[config.mk]
export PLATFORM = sky130hd
export DESIGN_NAME = ppu_dequant_unpacker_flat
export DESIGN_NICKNAME = d
export VERILOG_FILES = /design/src/rtl/ppu_dequant_unpacker_pkg.sv /design/src/rtl/ppu_dequant_unpacker_if.sv /design/src/rtl/ppu_dequant_unpacker_byte.sv /design/src/rtl/ppu_dequant_unpacker.sv /design/src/flat_wrapper.sv
export SDC_FILE = /design/constraint.sdc
export NUM_CORES = 1
export LEC_CHECK = 0
export ABC_AREA = 1
export CORE_MARGIN = 5
export CORE_UTILIZATION = 58
export DETAILED_ROUTE_END_ITERATION = 8
export PLACE_DENSITY = 0.86
export SLEW_MARGIN = 20
export SYNTH_ARGS = -nofsm -noshare
export SYNTH_HDL_FRONTEND = slang
export SYNTH_HIERARCHICAL = 1
export SYNTH_SLANG_ARGS = --single-unit
[constraint.sdc]
create_clock -name clk -period 7.9 [get_ports clk]
set_input_delay 1.58 -clock clk [delete_from_list [all_inputs] [get_ports clk]]
set_output_delay 1.58 -clock clk [all_outputs]
set_load 0.005 [all_outputs]
[src/rtl/ppu_dequant_unpacker_pkg.sv]
// Shared constants, FSM state type and the byte dequantization rule for the
// PPU dequant unpacker (uint8 zp=128 -> signed 32-bit accumulator domain).
package ppu_dequant_unpacker_pkg;

    localparam int ZERO_POINT     = 128;
    localparam int BYTE_W         = 8;
    localparam int WORD_W         = 32;
    localparam int BYTES_PER_WORD = 4;

    typedef enum logic {
        IDLE,
        EMIT
    } state_t;

    // b - 128 reduces to flipping bit 7; the shift cannot overflow for sf <= 15.
    function automatic logic signed [WORD_W-1:0] dequant_byte(input logic [BYTE_W-1:0] b,
                                                              input logic [3:0] sf);
        logic signed [WORD_W-1:0] s;
        s = $signed({{(WORD_W-BYTE_W){1'b0}}, b}) - WORD_W'(ZERO_POINT);
        return s <<< sf;
    endfunction

endpackage

[src/rtl/ppu_dequant_unpacker_if.sv]
// Input word stream and output sample stream of the dequant unpacker.
interface ppu_dequant_unpacker_if;
    import ppu_dequant_unpacker_pkg::*;

    logic                     in_valid;
    logic                     in_ready;
    logic [WORD_W-1:0]        in_data;
    logic                     in_last;
    logic [2:0]               in_nbytes;
    logic                     out_valid;
    logic                     out_ready;
    logic signed [WORD_W-1:0] out_data;
    logic                     out_last;

    modport master (
        output in_valid, in_data, in_last, in_nbytes, out_ready,
        input  in_ready, out_valid, out_data, out_last
    );

    modport slave (
        input  in_valid, in_data, in_last, in_nbytes, out_ready,
        output in_ready, out_valid, out_data, out_last
    );

endinterface

[src/rtl/ppu_dequant_unpacker_byte.sv]
// Combinational single-byte dequantizer: (b - 128) <<< sf, sign-extended to 32 bits.
module ppu_dequant_byte
    import ppu_dequant_unpacker_pkg::*;
(
    input  logic [BYTE_W-1:0]        b,
    input  logic [3:0]               sf,
    output logic signed [WORD_W-1:0] q
);

    assign q = dequant_byte(b, sf);

endmodule

[src/rtl/ppu_dequant_unpacker.sv]
// Unpacks four uint8 activations per word, one per cycle, into signed 32-bit
// samples; byte 0 of a new word is converted straight from in_data so words stream bubble-free.
module ppu_dequant_unpacker
    import ppu_dequant_unpacker_pkg::*;
(
    input  logic                  clk,
    input  logic                  rst_n,
    input  logic [3:0]            scaling_factor,
    output logic                  busy,
    ppu_dequant_unpacker_if.slave bus
);

    state_t                   state;
    logic [WORD_W-1:0]        word;
    logic [3:0]               sf;
    logic                     last;
    logic [2:0]               nbytes;
    logic [1:0]               byte_idx;

    logic                     out_fire;
    logic                     accept;
    logic                     final_byte;
    logic [1:0]               next_idx;
    logic                     next_last;
    logic [2:0]               in_nb;
    logic [BYTE_W-1:0]        conv_b;
    logic [3:0]               conv_sf;
    logic signed [WORD_W-1:0] conv_q;

    assign out_fire   = bus.out_valid & bus.out_ready;
    assign final_byte = ({1'b0, byte_idx} + 3'd1) == nbytes;
    assign next_idx   = byte_idx + 2'd1;
    assign next_last  = last & (({1'b0, next_idx} + 3'd1) == nbytes);

    assign bus.in_ready = (state == IDLE) | ((state == EMIT) & out_fire & final_byte);
    assign accept       = bus.in_valid & bus.in_ready;
    assign busy         = (state == EMIT);

    // Out-of-range counts are clamped so byte_idx can never wrap inside a word.
    always_comb begin
        in_nb = bus.in_nbytes;
        if (!bus.in_last || bus.in_nbytes == 3'd0 || bus.in_nbytes > 3'(BYTES_PER_WORD))
            in_nb = 3'(BYTES_PER_WORD);
    end

    always_comb begin
        conv_b  = word[BYTE_W*next_idx +: BYTE_W];
        conv_sf = sf;
        if (accept) begin
            conv_b  = bus.in_data[BYTE_W-1:0];
            conv_sf = scaling_factor;
        end
    end

    ppu_dequant_byte u_conv (
        .b  (conv_b),
        .sf (conv_sf),
        .q  (conv_q)
    );

    // byte_idx names the byte currently held in the output register.
    always_ff @(posedge clk) begin
        if (!rst_n) begin
            state         <= IDLE;
            word          <= '0;
            sf            <= '0;
            last          <= 1'b0;
            nbytes        <= '0;
            byte_idx      <= '0;
            bus.out_valid <= 1'b0;
            bus.out_data  <= '0;
            bus.out_last  <= 1'b0;
        end else if (accept) begin
            state         <= EMIT;
            word          <= bus.in_data;
            sf            <= scaling_factor;
            last          <= bus.in_last;
            nbytes        <= in_nb;
            byte_idx      <= '0;
            bus.out_valid <= 1'b1;
            bus.out_data  <= conv_q;
            bus.out_last  <= bus.in_last & (in_nb == 3'd1);
        end else if (out_fire) begin
            if (final_byte) begin
                state         <= IDLE;
                bus.out_valid <= 1'b0;
                bus.out_last  <= 1'b0;
            end else begin
                byte_idx     <= next_idx;
                bus.out_data <= conv_q;
                bus.out_last <= next_last;
            end
        end
    end

endmodule

[src/flat_wrapper.sv]
// flat-port wrapper written by rule: the top's interface ports become plain ports
module ppu_dequant_unpacker_flat import ppu_dequant_unpacker_pkg::*;
  (clk, rst_n, scaling_factor, busy, bus_in_valid, bus_in_data, bus_in_last, bus_in_nbytes, bus_out_ready, bus_in_ready, bus_out_valid, bus_out_data, bus_out_last);
  ppu_dequant_unpacker_if bus_i ();
  input  logic clk;
  input  logic rst_n;
  input  logic [3:0] scaling_factor;
  output logic busy;
  input wire logic [$bits(bus_i.in_valid)-1:0] bus_in_valid;
  input wire logic [$bits(bus_i.in_data)-1:0] bus_in_data;
  input wire logic [$bits(bus_i.in_last)-1:0] bus_in_last;
  input wire logic [$bits(bus_i.in_nbytes)-1:0] bus_in_nbytes;
  input wire logic [$bits(bus_i.out_ready)-1:0] bus_out_ready;
  output wire logic [$bits(bus_i.in_ready)-1:0] bus_in_ready;
  output wire logic [$bits(bus_i.out_valid)-1:0] bus_out_valid;
  output wire logic [$bits(bus_i.out_data)-1:0] bus_out_data;
  output wire logic [$bits(bus_i.out_last)-1:0] bus_out_last;
  assign bus_i.in_valid = bus_in_valid;
  assign bus_i.in_data = bus_in_data;
  assign bus_i.in_last = bus_in_last;
  assign bus_i.in_nbytes = bus_in_nbytes;
  assign bus_i.out_ready = bus_out_ready;
  assign bus_in_ready = bus_i.in_ready;
  assign bus_out_valid = bus_i.out_valid;
  assign bus_out_data = bus_i.out_data;
  assign bus_out_last = bus_i.out_last;
  ppu_dequant_unpacker u_core (.clk(clk), .rst_n(rst_n), .scaling_factor(scaling_factor), .busy(busy), .bus(bus_i));
endmodule
; Yosys cells after proc, flatten, opt, wreduce, memory -nomap -nowiden
; Index checks and enable logic that the tools add are counted.
[totals]
register_bits = 76
out_inout_bits = 36
[op_classes]
add_sub_neg = 4
magnitude_cmp = 1
n_eq_ne = 4
shift = 2
n_mux = 12
bitwise_logic = 10
reduce_logical = 10
[ops]
columns = op, count
row1 = 32-bit 2-to-1 mux, 3
row2 = 32-bit by 6-bit variable part select with 8-bit output, 1
row3 = 32-bit by 4-bit <<< shifter with 32-bit output, 1
row4 = "8-bit by 8-bit subtractor with 9-bit output, second input constant", 1
row5 = 8-bit 2-to-1 mux, 1
row6 = "2-bit by 1-bit adder with 3-bit output, second input constant", 2
row7 = 1-bit AND, 6
row8 = 3-bit equality test, 2
row9 = 1-bit 2-to-1 mux, 6
row10 = 2-bit AND reduction, 3
row11 = 4-bit 2-to-1 mux, 1
row12 = 2-bit nonzero test, 2
row13 = "3-bit by 1-bit equality test with 1-bit output, second input constant", 1
row14 = "3-bit > comparator, second input constant", 1
row15 = 3-bit logical NOT, 1
row16 = 3-bit 2-to-1 mux, 1
row17 = 1-bit NOT, 3
row18 = "2-bit by 1-bit adder with 2-bit output, second input constant", 1
row19 = 1-bit logical OR, 2
row20 = "2-bit by 1-bit != test with 1-bit output, second input constant", 1
row21 = 2-bit OR reduction, 1
row22 = 1-bit logical NOT, 1
row23 = 1-bit OR, 1

; Logic depth before layout (Yosys ltp)
; Gate-level depths: netlist of the first run.
[logic_depth]
ltp_word = 11
mapped_depth = 27

; By module
; The synthesis of the first run kept the hierarchy.
[modules_own_cells]
columns = mod, instances, cells_each, area_each_um2
row1 = ppu_dequant_unpacker, 1, 508, 3921.3
row2 = ppu_dequant_byte, 1, 134, 625.6

; Least setup slack after synthesis of the first run
; OpenSTA, ideal clock, no wires.
[synth_timing]
kind = input to output
start = input bus_out_ready
end = output bus_in_ready
arrival_ns = 1.939
required_ns = 6.320
setup_slack_ns = 4.381
path_stages = 3
n_path_buf = 1
path_cell_list = nand4_4 -> nand2_2 -> buf_2
[synth_via]
elab_chain_cells = 4
[synth_lines]
columns = element, line
row1 = "start, declared", flat_wrapper.sv:13  ; input wire logic [$bits(bus_i.out_ready)-1:0] bus_out_ready;
row2 = 1-bit AND, ppu_dequant_unpacker.sv:30  ; assign out_fire = bus.out_valid & bus.out_ready;
row3 = 1-bit AND (2 in series), ppu_dequant_unpacker.sv:35  ; assign bus.in_ready = (state == IDLE) | ((state == EMIT) & out_fire & final_byte);
row4 = 1-bit OR, ppu_dequant_unpacker.sv:35
row5 = "end, declared", flat_wrapper.sv:14  ; output wire logic [$bits(bus_i.in_ready)-1:0] bus_in_ready;
; No other way between the ends.

; Final worst setup path of the first run
; Ends and elaborated chain as after synthesis.

==> results of run 1 <==
[kinds of logic (layout without fill, tap and decap cells)]
family,Yosys count,count (layout),share of synthesized area [%]
flip-flops,76,76,33.5
AO/OA/AOI/OAI,137,137,18.1
adder cells (fa/ha/maj),2,2,0.550
buffers and inverters,141,185,15.8
XOR/XNOR,1,1,0.193
AND/OR/NAND/NOR,285,285,31.9
[cells in the mapped netlist (4+ instances only)]
master	number	share of area (%)
o21ai_1	4	0.44
nand2_1	130	11
a21oi_2	30	5.8
o21ai_0	44	4.8
buf_4	13	2.1
nor2_1	16	1.3
nand3_1	68	7.5
clkbuf_1	9	0.74
nand3_2	22	4.8
nor3_1	5	0.55
a21oi_1	49	5.4
nor2_2	28	3.9
buf_2	15	1.7
dfxtp_1	76	33
buf_6	10	2.5
inv_1	82	6.8
nand2_2	8	1.1
o31ai_1	8	1.3
[state kept, by name (all words and copies together), names as in the netlist]
signal and count:
u_core/busy 1, u_core/word 32, u_core/bus.out_last 1, u_core/last 1, u_core/bus.out_data 32, u_core/sf 4
u_core/nbytes 3, u_core/byte_idx 2
[power by group through the flow]
| stage | Clock, mW | Combinational, mW | Sequential, mW |
|---|---|---|---|
| after floorplan | 0 | 0.229 | 0.447 |
| after global placement | 0 | 0.302 | 0.447 |
| after detailed placement | 0 | 0.310 | 0.449 |
| after CTS | 0.336 | 0.313 | 0.440 |
| after global routing | 0.354 | 0.351 | 0.444 |
| final | 0.332 | 0.313 | 0.440 |
[cells in the final DEF (no fill, tap or decap), types with 2 or more instances in the layout]
| cell | n |
|---|---|
| inv_2 | 2 |
| clkinv_4 | 2 |
| o21ai_1 | 4 |
| nand3_1 | 68 |
| a21oi_1 | 49 |
| inv_1 | 82 |
| nand2_1 | 130 |
| nor3_1 | 5 |
| dfxtp_1 | 75 |
| o21ai_0 | 44 |
| inv_4 | 2 |
| clkbuf_8 | 9 |
| nand2_2 | 8 |
| o31ai_1 | 8 |
| buf_4 | 2 |
| nor2_1 | 16 |
| bufinv_16 | 2 |
| nor2_2 | 28 |
| inv_6 | 2 |
| nand3_2 | 22 |
| ha_1 | 2 |
| a21oi_2 | 30 |
| nand2_4 | 2 |
| clkdlybuf4s50_1 | 78 |
| nand4_1 | 3 |
[area by class of cell]
class	count	share of cell area (%)
multi-input cells	425	43.4
repair buffers	81	15.0
flip-flops and latches	76	28.5
clock buffers	9	2.32
well taps	102	2.39
inverters	88	6.52
clock inverters	7	1.85
[stage by stage]
step	cells	util (%)	hold slack, ns
6_report	788	69.4	0.455
5_1_grt	788	69.4	0.485
4_1_cts	788	69.4	0.452
3_5_place_dp	772	66.5	0.441
3_3_place_gp	772	66.5	0.438
2_1_floorplan	642	-	0.425
[how the worst min path moves through the flow]
stage | start | endpoint | slack, ns | cells after the start
floorplan | u_core/word[24] | u_core/word[24] | 0.42 | 2
global placement | u_core/word[31] | u_core/word[31] | 0.44 | 2
detailed placement | u_core/word[28] | u_core/word[28] | 0.44 | 2
CTS | u_core/word[28] | u_core/word[28] | 0.45 | 2
global route | u_core/word[13] | u_core/word[13] | 0.48 | 2
finish | u_core/word[28] | u_core/word[28] | 0.46 | 2
[worst max-delay path, stage by stage]
cell             delay (ns)
clkdlybuf4s50_1        0.54
nand4_4                0.11
nand2_2                0.23
clkdlybuf4s50_1        0.57
[layer usage]
layer	track usage (%)	wire length, um	vias to the layer above
met2	36.5	5010	130
li1	-	-	2132
met3	4.81	689	9
met4	5.67	105	0
met1	27.9	4530	1910
met5	0	0	-
==> flow_summary.yaml, run 1 <==
status:
  status: "complete, no violations"
worst_setup_path:
  r2r_slack_ns: 3.50
  timing.rr.start: "u_core/byte_idx[0]"
  criticalPathCategory: "in2out"
  crit_path_start_kind: "input port"
  worst-path-max-fanout: 12
  crit_path_start: "bus_out_ready"
  arrival_ns: 3.03
  endpoint: "bus_in_ready"
  r2r_cells: 17
  worst_setup_path_end_kind: "output port"
  timing.rr.end: "u_core/bus.out_data[20]"
  worstPathRequired_ns: 6.32
drt:
  dr.first_iter.drc_count: 332
  totalWireLength_mm: 10.3
  ant_nets: 0
  dr_total_vias: 4181
  wl_per_cell_um: 13.1
  drc: 0
  drtPass1Iterations: 5
  drt-vias-per-instance: 5.31
clocking:
  hold_buffers: 0
  cts_sinks: 76
  cts_setup_buffers: 0
  numCtsBuffers: 9
  clk_latency_ns: 0.36
  cts_tree: "done"
  htreeDepth: 3
  cts_root_buffer: "clkbuf_8"
  clk_pin_slew_ns: 0.08
  cts_resized: 0
  clk_path_buf_depth: 2
logic_synthesis:
  ys_types: 34
  synthFlopType: "dfxtp_1"
  avgSynthCellArea_sq_um: 7.08
  ys_seq_area_share_pct: 33.5
  synthArstFlopShare_pct: 0
  yosysWarnings: 6
  synth_seq_cells: 76
  synth-edff-count: 0
  syn-cell-area_sq_mm: 0.00455
  syn_inst: 642
  syn-num-nets: 688
placed_design:
  gp_congestion: 0.902
  post-place-ws_ns: 3.16
  postPlaceCellArea_sq_mm: 0.00511
  dp_hpwl_mm: 7.14
  place.port_buffers: 79
global_route:
  track_usage_pct: 21.6
  grt_pass1_vias: 3920
  antenna_found_initial: 0
  grt-ovfl-total: 0
  grt_pass1_wl_mm: 17.5
  grt_max_degree: 91
sta:
  period_share_pct: 58.4
  timing.fmax_mhz: 217
  grt_setup_unrepaired: "false"
  layout_min_cycle_time_ns: 4.61
  fin_tns_setup_ns: 0
  fin_worst_skew_ns: 0.0131
  setup_ws_ns: 3.29
  slew_headroom_pct: 37.4
  tightest_slew_ns: 0.939
  drv_slew: 0
  finalSetupViolCount: 0
  hold_violations: 0
finish:
  ff_latch_area_sq_mm: 0.00152
  area_growth_pct: 17.3
  final_nets: 727
  fin_area_sq_mm: 0.00534
  nFillCells: 658
  drive_gt1_share_pct: 17.3
  multi_input_area_sq_mm: 0.00231
  antennaDiodeCount: 0
pwr:
  p_total_mw: 1.08
  power_frac_comb_pct: 28.9
  clkPwrFrac_pct: 30.6
  power_switching_mw: 0.353
  netSwitchingFraction_pct: 32.5
  ir_worst_vdd_v: 0.000113
  p_int_mw: 0.732
  p_leak_nw: 2.36
  power_density_mw_per_mm2: 203
  p_seq_share_pct: 40.6
die:
  die_h_um: 98.5
  num_io_pins: 80
  start_util_pct: 59.1
  die-area_sq_mm: 0.00971
  fp.coreArea_sq_mm: 0.00769
  die_w_um: 98.5
  placementRows: 32
job:
  cap_violations: 0
hold_path:
  hold_class: "reg2reg"
No activity file was read; power rests on OpenSTA's default activity.
==> run 2: changes to the inputs <==
--- a/config.mk
+++ b/config.mk
@@ -7,9 +7,9 @@
 export LEC_CHECK = 0
 export ABC_AREA = 1
 export CORE_MARGIN = 5
-export CORE_UTILIZATION = 58
+export CORE_UTILIZATION = 48
 export DETAILED_ROUTE_END_ITERATION = 8
-export PLACE_DENSITY = 0.86
+export PLACE_DENSITY = 0.76
 export SLEW_MARGIN = 20
 export SYNTH_ARGS = -nofsm -noshare
 export SYNTH_HDL_FRONTEND = slang
==> constraint.sdc (replaced) <==
create_clock -name clk -period 3.9 [get_ports clk]
set_input_delay 0.78 -clock clk [delete_from_list [all_inputs] [get_ports clk]]
set_output_delay 0.78 -clock clk [all_outputs]
set_load 0.005 [all_outputs]
==> run 2 against run 1 <==
Sequential cell count unchanged. Via count decreased by 0.14%. Wire length decreased by 0.26%. Final cell count increased by 4.2%. Critical endpoint is now u_core/bus.out_data[19]. Critical path depth increased by 13. Utilization decreased by 11 points.
==> flow_summary.yaml, run 2 (same netlist as run 1, synthesis figures left out) <==
global_route:
  grt-ovfl-total: 0
  track_usage_pct: 18.6
  grt_pass1_wl_mm: 17.6
  grt_max_degree: 65
  grt_pass1_vias: 3848
  antenna_found_initial: 0
finish:
  antennaDiodeCount: 0
  layout_common_cells: "nand2_1 (130), inv_1 (82), clkdlybuf4s50_1 (78)"
  top_regs: "u_core/bus.out_data: 32 flops, u_core/word: 32 flops, u_core/sf: 4 flops"
  fin_util_pct: 58.4
  final_common_cell: "nand2_1"
  final_nets: 733
  fin_area_sq_mm: 0.00540
  drive_gt1_share_pct: 17.9
  nFillCells: 875
  area_growth_pct: 18.8
clocking:
  clk_path_buf_depth: 2
  hold_buffers: 0
  cts_sinks: 76
  cts_setup_buffers: 0
  numCtsBuffers: 9
  htreeDepth: 3
  clk_latency_ns: 0.37
  clk_pin_slew_ns: 0.10
  cts_tree: "done"
  cts_root_buffer: "clkbuf_8"
  cts_resized: 0
die:
  die-area_sq_mm: 0.0115
  start_util_pct: 49.2
  die_h_um: 107
  placementRows: 35
  fp.coreArea_sq_mm: 0.00924
  die_w_um: 107
  num_io_pins: 80
drt:
  dr_total_vias: 4175
  wl_met3_um: 570
  drt-vias-per-instance: 5.09
  drtPass1Iterations: 4
  drc: 0
  topRoutingLayerUsed: "met4"
  dr.first_iter.drc_count: 347
  wl_met2_mm: 4.70
  wl_met1_mm: 4.86
  totalWireLength_mm: 10.3
  ant_nets: 0
  wl_per_cell_um: 12.6
hold_path:
  hold_class: "reg2reg"
status:
  status: "complete, no violations"
sta:
  grt_setup_unrepaired: "false"
  finalSetupViolCount: 0
  fin_worst_skew_ns: 0.0122
  hold_violations: 0
  period_share_pct: 89.2
  setup_ws_ns: 0.421
  slew_headroom_pct: 53.5
  layout_min_cycle_time_ns: 3.48
  drv_slew: 0
  timing.fmax_mhz: 287
  fin_tns_setup_ns: 0
  tightest_slew_ns: 0.697
placed_design:
  place.port_buffers: 79
  dp_hpwl_mm: 7.46
  postPlaceCellArea_sq_mm: 0.00520
  gp_congestion: 0.904
  post-place-ws_ns: 0.440
worst_setup_path:
  worst-path-max-fanout: 43
  crit_path_start_kind: "flip-flop"
  worst_setup_path_end_kind: "flip-flop"
  worstPathRequired_ns: 4.16
  criticalPathCategory: "reg2reg"
  arrival_ns: 3.74
pwr:
  p_total_mw: 2.13
  ir_worst_vdd_v: 0.000154
  power_density_mw_per_mm2: 395
  p_leak_nw: 2.38
job:
  cap_violations: 0
-- run 2: metrics by stage --
step                      hold slack (ns)  cells
after global placement              0.436    805
after detailed placement            0.441    805
after global routing                0.484    821
after CTS                           0.456    821
final                               0.455    821
after floorplan                     0.425    642
-- run 2: worst paths after layout --
| kind | startpoint | end | slack (ns) | cells past startpoint |
|---|---|---|---|---|
| max | u_core/byte_idx[0] | u_core/bus.out_data[19] | 0.42 | 17 |
| max reg2reg | u_core/byte_idx[0] | u_core/bus.out_data[19] | 0.42 | 17 |
| min | u_core/word[26] | u_core/word[26] | 0.45 | 2 |
| min reg2reg | u_core/word[26] | u_core/word[26] | 0.45 | 2 |
-- run 2: critical path, cell delays in order (launching register included) --
cell     delay [ns]
dfxtp_1        0.39
inv_4          0.06
ha_1           0.59
nand2_1        0.17
nand2_4        0.13
nand4_4        0.07
nand2_2        0.10
nand2_4        0.23
nand2_1        0.12
o21ai_1        0.08
inv_1          0.50
inv_1          0.26
nand2_1        0.27
nand2_1        0.09
inv_1          0.08
nand3_2        0.07
nand2_1        0.10
nor2_2         0.04
-- run 2: power by group --
group / switching (mW) / internal, mW / total [mW] / leakage, nW
registers: 0.0404 / 0.848 / 0.888 / 0.629
clock network: 0.346 / 0.254 / 0.600 / 0.102
logic: 0.366 / 0.279 / 0.645 / 1.65
-- run 2: area by class of cell --
type                    instances  area (sq um)  area share [%]
clock inverters                 7          73.8            1.37
clock buffers                   9           124            2.29
multi-input cells             425          2310            42.8
well taps                     129           161            2.99
inverters                      88           348            6.44
repair buffers                 87           858            15.9
flip-flops and latches         76          1520            28.2
-- run 2: layer usage --
layer,track usage [%],vias up
met1,24.9,1886
met4,6.30,0
li1,-,2144
met3,3.72,17
met2,29.7,128
met5,0,-
